## src/rtl/ws2812_frame_sequencer_pkg.sv

```systemverilog
// ws2812_frame_sequencer_pkg: shared FSM encoding, mux widths and index sizing
package ws2812_frame_sequencer_pkg;
   localparam int SEL_WIDTH = 2;
   localparam int WIDTH_MUX = 24;
   typedef enum logic [2:0] {IDLE, SEND, DRAIN, LATCH, DONE} state_t;
   function automatic int idx_width(input int n);
      return n > 1 ? $clog2(n) : 1;
   endfunction
endpackage

```

## src/rtl/ws2812_frame_sequencer_if.sv

```systemverilog
// ws2812_frame_sequencer_if: control, pixel handshake and status signals of the sequencer
interface ws2812_frame_sequencer_if #(parameter int NUM_LEDS = 8);
   import ws2812_frame_sequencer_pkg::*;
   logic i_start, i_continuous, i_rotate, i_abort, i_pix_ready, i_ser_busy;
   logic [SEL_WIDTH-1:0] o_sel;
   logic o_pix_valid;
   logic [idx_width(NUM_LEDS)-1:0] o_led_idx;
   logic o_latch, o_frame_done, o_busy;
   modport master (
      input  i_start, i_continuous, i_rotate, i_abort, i_pix_ready, i_ser_busy,
      output o_sel, o_pix_valid, o_led_idx, o_latch, o_frame_done, o_busy
   );
   modport slave (
      output i_start, i_continuous, i_rotate, i_abort, i_pix_ready, i_ser_busy,
      input  o_sel, o_pix_valid, o_led_idx, o_latch, o_frame_done, o_busy
   );
endinterface

```

## src/rtl/ws2812_latch_timer.sv

```systemverilog
// ws2812_latch_timer: counts line-reset clocks; expired marks the last cycle of the period
module ws2812_latch_timer #(parameter int RESET_CYCLES = 5000) (
   input  logic clk,
   input  logic rst,
   input  logic start,
   input  logic count,
   output logic expired
);
   localparam int CW = $clog2(RESET_CYCLES);
   logic [CW-1:0] cnt;
   always_ff @(posedge clk or posedge rst)
      if (rst) cnt <= '0;
      else if (start) cnt <= '0;
      else if (count && !expired) cnt <= cnt + 1'b1;
   assign expired = cnt == CW'(RESET_CYCLES - 1);
endmodule

```

## src/rtl/ws2812_frame_sequencer.sv

```systemverilog
// ws2812_frame_sequencer: walks NUM_LEDS pixels through a 4:1 colour mux, then drains and latches the line
module ws2812_frame_sequencer import ws2812_frame_sequencer_pkg::*; #(
   parameter int NUM_LEDS     = 8,
   parameter int RESET_CYCLES = 5000
) (
   input logic i_clk,
   input logic i_rst,
   ws2812_frame_sequencer_if.master bus
);
   localparam int IW = idx_width(NUM_LEDS);
   localparam logic [IW-1:0] LAST = IW'(NUM_LEDS - 1);
   state_t state;
   logic [IW-1:0] idx;
   logic [SEL_WIDTH-1:0] offset;
   logic aborted, expired;
   ws2812_latch_timer #(.RESET_CYCLES(RESET_CYCLES)) u_timer (
      .clk(i_clk),
      .rst(i_rst),
      .start(state == DRAIN && !bus.i_ser_busy),
      .count(state == LATCH),
      .expired(expired)
   );
   always_ff @(posedge i_clk or posedge i_rst)
      if (i_rst) begin
         state   <= IDLE;
         idx     <= '0;
         offset  <= '0;
         aborted <= 1'b0;
      end else begin
         case (state)
            IDLE: if (bus.i_start) begin
               idx     <= '0;
               aborted <= 1'b0;
               state   <= SEND;
            end
            SEND: begin
               if (bus.i_pix_ready && idx != LAST) idx <= idx + 1'b1;
               if (bus.i_abort) aborted <= 1'b1;
               if (bus.i_abort || (bus.i_pix_ready && idx == LAST)) state <= DRAIN;
            end
            DRAIN: if (!bus.i_ser_busy) state <= LATCH;
            LATCH: if (expired) state <= DONE;
            DONE: begin
               // an aborted frame keeps the colour offset and never auto-restarts
               if (bus.i_rotate && !aborted) offset <= offset + 1'b1;
               if (bus.i_continuous && !aborted) idx <= '0;
               state <= (bus.i_continuous && !aborted) ? SEND : IDLE;
            end
            default: state <= IDLE;
         endcase
      end
   assign bus.o_pix_valid  = state == SEND;
   assign bus.o_sel        = state == SEND ? SEL_WIDTH'(idx) + offset : '0;
   assign bus.o_led_idx    = idx;
   assign bus.o_latch      = state == LATCH;
   assign bus.o_frame_done = state == DONE;
   assign bus.o_busy       = state != IDLE;
endmodule

```

## src/flat_wrapper.sv

```systemverilog
// flat-port wrapper written by rule: the top's interface ports become plain ports
module ws2812_frame_sequencer_flat import ws2812_frame_sequencer_pkg::*;
#(
   parameter int NUM_LEDS     = 8,
   parameter int RESET_CYCLES = 5000
)
  (i_clk, i_rst, bus_i_start, bus_i_continuous, bus_i_rotate, bus_i_abort, bus_i_pix_ready, bus_i_ser_busy, bus_o_sel, bus_o_pix_valid, bus_o_led_idx, bus_o_latch, bus_o_frame_done, bus_o_busy);
  ws2812_frame_sequencer_if #(.NUM_LEDS(NUM_LEDS)) bus_i ();
  input logic i_clk;
  input logic i_rst;
  input wire logic [$bits(bus_i.i_start)-1:0] bus_i_start;
  input wire logic [$bits(bus_i.i_continuous)-1:0] bus_i_continuous;
  input wire logic [$bits(bus_i.i_rotate)-1:0] bus_i_rotate;
  input wire logic [$bits(bus_i.i_abort)-1:0] bus_i_abort;
  input wire logic [$bits(bus_i.i_pix_ready)-1:0] bus_i_pix_ready;
  input wire logic [$bits(bus_i.i_ser_busy)-1:0] bus_i_ser_busy;
  output wire logic [$bits(bus_i.o_sel)-1:0] bus_o_sel;
  output wire logic [$bits(bus_i.o_pix_valid)-1:0] bus_o_pix_valid;
  output wire logic [$bits(bus_i.o_led_idx)-1:0] bus_o_led_idx;
  output wire logic [$bits(bus_i.o_latch)-1:0] bus_o_latch;
  output wire logic [$bits(bus_i.o_frame_done)-1:0] bus_o_frame_done;
  output wire logic [$bits(bus_i.o_busy)-1:0] bus_o_busy;
  assign bus_i.i_start = bus_i_start;
  assign bus_i.i_continuous = bus_i_continuous;
  assign bus_i.i_rotate = bus_i_rotate;
  assign bus_i.i_abort = bus_i_abort;
  assign bus_i.i_pix_ready = bus_i_pix_ready;
  assign bus_i.i_ser_busy = bus_i_ser_busy;
  assign bus_o_sel = bus_i.o_sel;
  assign bus_o_pix_valid = bus_i.o_pix_valid;
  assign bus_o_led_idx = bus_i.o_led_idx;
  assign bus_o_latch = bus_i.o_latch;
  assign bus_o_frame_done = bus_i.o_frame_done;
  assign bus_o_busy = bus_i.o_busy;
  ws2812_frame_sequencer #(.NUM_LEDS(NUM_LEDS), .RESET_CYCLES(RESET_CYCLES)) u_core (.i_clk(i_clk), .i_rst(i_rst), .bus(bus_i));
endmodule
```

## config.mk

```make
export PLATFORM = sky130hd
export DESIGN_NAME = ws2812_frame_sequencer_flat
export DESIGN_NICKNAME = d
export VERILOG_FILES = /design/src/rtl/ws2812_frame_sequencer_pkg.sv /design/src/rtl/ws2812_frame_sequencer_if.sv /design/src/rtl/ws2812_latch_timer.sv /design/src/rtl/ws2812_frame_sequencer.sv /design/src/flat_wrapper.sv
export SDC_FILE = /design/constraint.sdc
export NUM_CORES = 1
export LEC_CHECK = 0
export ABC_AREA = 1
export BUFFER_PORTS_ARGS = -buffer_cell sky130_fd_sc_hd__buf_2
export CORE_ASPECT_RATIO = 1.1
export CORE_MARGIN = 8
export CORE_UTILIZATION = 60
export DETAILED_ROUTE_END_ITERATION = 7
export PLACE_DENSITY = 0.9
export SYNTH_ARGS = -nofsm -noshare
export SYNTH_HDL_FRONTEND = slang
export SYNTH_HIERARCHICAL = 1
export SYNTH_SLANG_ARGS = --single-unit
```

## constraint.sdc

```tcl
create_clock -name i_clk -period 2.6 [get_ports i_clk]
set_input_delay 0.52 -clock i_clk [delete_from_list [all_inputs] [get_ports i_clk]]
set_output_delay 0.52 -clock i_clk [all_outputs]
set_load 0.02 [all_outputs]
```

==> flow_metrics.env <==
export IMPL_outcome="completed"
export IMPL_avgRoutedWirePerCell_um=12.4
export IMPL_groute_layer_met3_usage_pct=3.99
export IMPL_totalNegativeSetupSlack_ns=0
export IMPL_max_stage_delay_ns=0.54
export IMPL_first_global_vias=1474
export IMPL_post_synth_xor_area_fraction_pct=4.40
export IMPL_gpl_final_weighted_congestion=0.880
export IMPL_worst_ep_arrival_time_ns=1.53
export IMPL_crit_buf_inv=1
export IMPL_criticalPathCategory="flip-flop to output pin"
export IMPL_die_h_um=70.1
export IMPL_synth_compound_area_share_pct=1.49
export IMPL_clk_pin_slew_worst_paths_ns=0.12
export IMPL_most_frequent_cells_in_the_layout="75 x sky130_fd_sc_hd__nand2_1, 31 x sky130_fd_sc_hd__nand3_1, 30 x sky130_fd_sc_hd__nor2_1"
export IMPL_design_die_area_um2=4560
export IMPL_syn_instance_count=230
export IMPL_post_synth_instance_area_um2=1590
export IMPL_grt_start_max_net_pins=18
export IMPL_number_of_antenna_violations_at_the_first_check_in_global_routing=0
export IMPL_design_final_nets=262
export IMPL_grt_util_met2_pct=29.2
export IMPL_critical_path_startpoint_type="flip-flop"
export IMPL_grt_first_pass_wirelength_mm=6.31
export IMPL_synth_top_area_cell="sky130_fd_sc_hd__dfrtp_1"
export IMPL_antenna_nets_post_route=0
export IMPL_design_portCount=17
export IMPL_synth_top_family_by_area="simple AND/OR/NAND/NOR gates"
export IMPL_power_switching_w=0.000858
export IMPL_cts_made_buffers=3
export IMPL_p_leak_nw=0.913
export IMPL_timing_critical_path_max_delay_family="flip-flops"
export IMPL_postSynthRegisterBits=22
export IMPL_timing_final_crit_period_ns=2.05
export IMPL_synthToLayoutAreaGrowth_pct=8.40
export IMPL_place_hpwl_mm=2.64
export IMPL_post_cts_resized=0
export IMPL_power_share_clock_pct=10.9
export IMPL_number_of_rows_in_the_core_area=19
export IMPL_worstPathMaxFanout=7
export IMPL_routing_usage_on_met1_pct=18.1
export IMPL_pre_cts_ws_ns=0.662
export IMPL_cts_tree="yes"
export IMPL_grt_util_all_layers_pct=16.6
export IMPL_cts_post_setup_buffers_inserted=0
export IMPL_p_int_w=0.000834
export IMPL_synth_simple_gate_area_share_pct=47.5
export IMPL_achievable_frequency_mhz=487
export IMPL_post_synth_fa_ha_maj_area_fraction_pct=3.92
export IMPL_finalPower_w=0.00169
export IMPL_firstDrtPassIters=4
export IMPL_worstSetupEndpointType="output pin"
export IMPL_postRouteWirelength_mm=3.46
export IMPL_cts_sinks=22
export IMPL_yosys_mux_area_fraction_pct=0
export IMPL_synth_lib_cells_used_distinct=26
export IMPL_design_core_area_um2=2520
export IMPL_p_per_area_nw_per_um2=979
export IMPL_vdd_ir_drop_worst_mv=0.709
export IMPL_worst_hold_path_type="input pin to asynchronous set/reset pin"
export IMPL_cts_htree_levels=1
export IMPL_die_w_um=65.1
export IMPL_root_buffer="sky130_fd_sc_hd__clkbuf_4"
export IMPL_final_setup_worst_slack_ns=0.548
export IMPL_synth_area_top_cells="sky130_fd_sc_hd__dfrtp_1 35%, sky130_fd_sc_hd__nand2_1 18%, sky130_fd_sc_hd__nand3_1 9.7%, sky130_fd_sc_hd__nor2_1 7.1%, sky130_fd_sc_hd__inv_1 5.4%"
export IMPL_fill_cells=222
export IMPL_cts_buffer_depth=2
export IMPL_globalRoute_totalOverflow=0
export IMPL_clkLatencyLatePin_ns=0.30
export IMPL_layout_cells_most_common="sky130_fd_sc_hd__nand2_1"
export IMPL_slowest_stage="sky130_fd_sc_hd__dfrtp_1"
export IMPL_worstPathCellList="nand2_1 > nor2_1 > buf_2"
export IMPL_post_layout_utilization_of_the_core_pct=68.6
export IMPL_timing_final_max_slew_violations=0
export IMPL_final_cell_count_no_fill=279
export IMPL_grt_setup_unrepaired="no"
export IMPL_cp_data_required_time_ns=2.08
export IMPL_power_sequential_fraction_pct=37.1
export IMPL_final_period_utilization_pct=78.9
export IMPL_port_buffers=16
export IMPL_place_inst=275
export IMPL_timing_slew_headroom_pct=66.1
export IMPL_drt_drc_violations_left=0
export IMPL_share_of_layout_cells_above_drive_strength_1_pct=16.9
export IMPL_detailedRoute_firstIterationViolations=113
export IMPL_synth_seq_area_share_pct=34.5
export IMPL_synth_nets=243
export IMPL_route_detailed_vias_per_inst=5.40
export IMPL_share_comb_of_total_power_pct=52.0
export IMPL_finalHoldViolCount=0
export IMPL_vias=1506
export IMPL_number_of_synthesis_warnings=6
export IMPL_finalSetupViolCount=0
export IMPL_antenna_cells=0
export IMPL_final_setup_skew_ns=0.00102
export IMPL_worstMarginPinSlew_ns=0.507
export IMPL_initial_utilization_pct=63.3
export IMPL_grt_busiest_layer="met2"
export IMPL_timing_max_cap_violations=0
export IMPL_synthDominantCellAreaShare_pct=34.5
export IMPL_hold_buf_count_cts=0
export IMPL_post_synth_cell_area_avg_um2=6.93
export IMPL_sw_frac_of_total_pct=50.7
per-stage QoR:
stage	instance area [µm²]	hold slack [ns]
6_report	1730	0.160
3_5_place_dp	1690	0.465
4_1_cts	1730	0.154
3_3_place_gp	1690	0.454
5_1_grt	1730	0.156
2_1_floorplan	1590	0.348
path summary, 6_finish.rpt:
path,start,end,slack (ns),cells past startpoint
worst min-delay path,i_rst,u_core/offset[0]$_DFFE_PP0P_,0.16,2
worst max register to register,u_core/state[2]$_DFFE_PP0P_,u_core/u_timer/cnt[2]$_DFFE_PP0P_,0.63,8
worst max-delay path,u_core/state[1]$_DFFE_PP0P_,bus_o_latch,0.55,3
min in group i_clk,bus_i_abort,u_core/aborted$_DFFE_PP0P_,0.49,3
max in group asynchronous,i_rst,u_core/u_timer/cnt[11]$_DFFE_PP0P_,2.03,2
worst min register to register,u_core/aborted$_DFFE_PP0P_,u_core/aborted$_DFFE_PP0P_,0.49,2
power by group through the flow:
stage	clock (W)	combinational, W	sequential [W]
3_5_place_dp	0	0.000879	0.000630
3_3_place_gp	0	0.000857	0.000626
4_1_cts	0.000197	0.000887	0.000623
2_1_floorplan	0	0.000706	0.000605
5_1_grt	0.000214	0.00101	0.000647
6_report	0.000185	0.000879	0.000628
metal layers:
layer	vias up	part of all wire, %
met5	-	0
met2	44	51
met3	4	6.3
li1	762	-
met4	0	0.98
met1	696	41
registers in the layout, indices dropped and copies added (netlist names):
signal / flops
u_core/aborted: 1
u_core/offset: 2
u_core/u_timer/cnt: 13
u_core/bus.o_led_idx: 3
u_core/state: 3
cell usage after synthesis:
library cell                n
sky130_fd_sc_hd__nor3_2     2
sky130_fd_sc_hd__inv_1     23
sky130_fd_sc_hd__clkinv_1   1
sky130_fd_sc_hd__xnor2_1    4
sky130_fd_sc_hd__xor2_1     4
sky130_fd_sc_hd__nand2_2    2
sky130_fd_sc_hd__ha_1       5
sky130_fd_sc_hd__nor2_4     1
sky130_fd_sc_hd__nor3_4     1
sky130_fd_sc_hd__nor4b_1    1
sky130_fd_sc_hd__buf_2      1
sky130_fd_sc_hd__o21ai_1    1
sky130_fd_sc_hd__nand2_4    3
sky130_fd_sc_hd__clkbuf_1   1
sky130_fd_sc_hd__nand4_1    6
sky130_fd_sc_hd__a31oi_1    1
sky130_fd_sc_hd__dfrtp_1   22
sky130_fd_sc_hd__nand3_1   31
sky130_fd_sc_hd__nand3_2    3
sky130_fd_sc_hd__inv_2      3
sky130_fd_sc_hd__nor2_1    30
sky130_fd_sc_hd__o21ai_0    1
sky130_fd_sc_hd__o211ai_1   1
sky130_fd_sc_hd__buf_12     1
sky130_fd_sc_hd__nor2_2     6
sky130_fd_sc_hd__nand2_1   75
cell families (layout without fill, tap and decap cells):
family                   Yosys count  after routing
buffers and inverters             30             48
XOR/XNOR                           8              8
AO/OA/AOI/OAI                      4              4
AND/OR/NAND/NOR                  161            161
flip-flops                        22             22
adder cells (fa/ha/maj)            5              5
final cells by class:
cell class / count / area (µm²) / share of cell area, %
multi-input combinational: 178 / 913 / 52.9
sequential: 22 / 551 / 31.9
tap: 31 / 38.8 / 2.24
clock buffer: 4 / 36.3 / 2.10
timing repair buffer: 17 / 87.6 / 5.07
inverter: 27 / 101 / 5.87
Note: power is estimated with default switching activity, not from simulation.
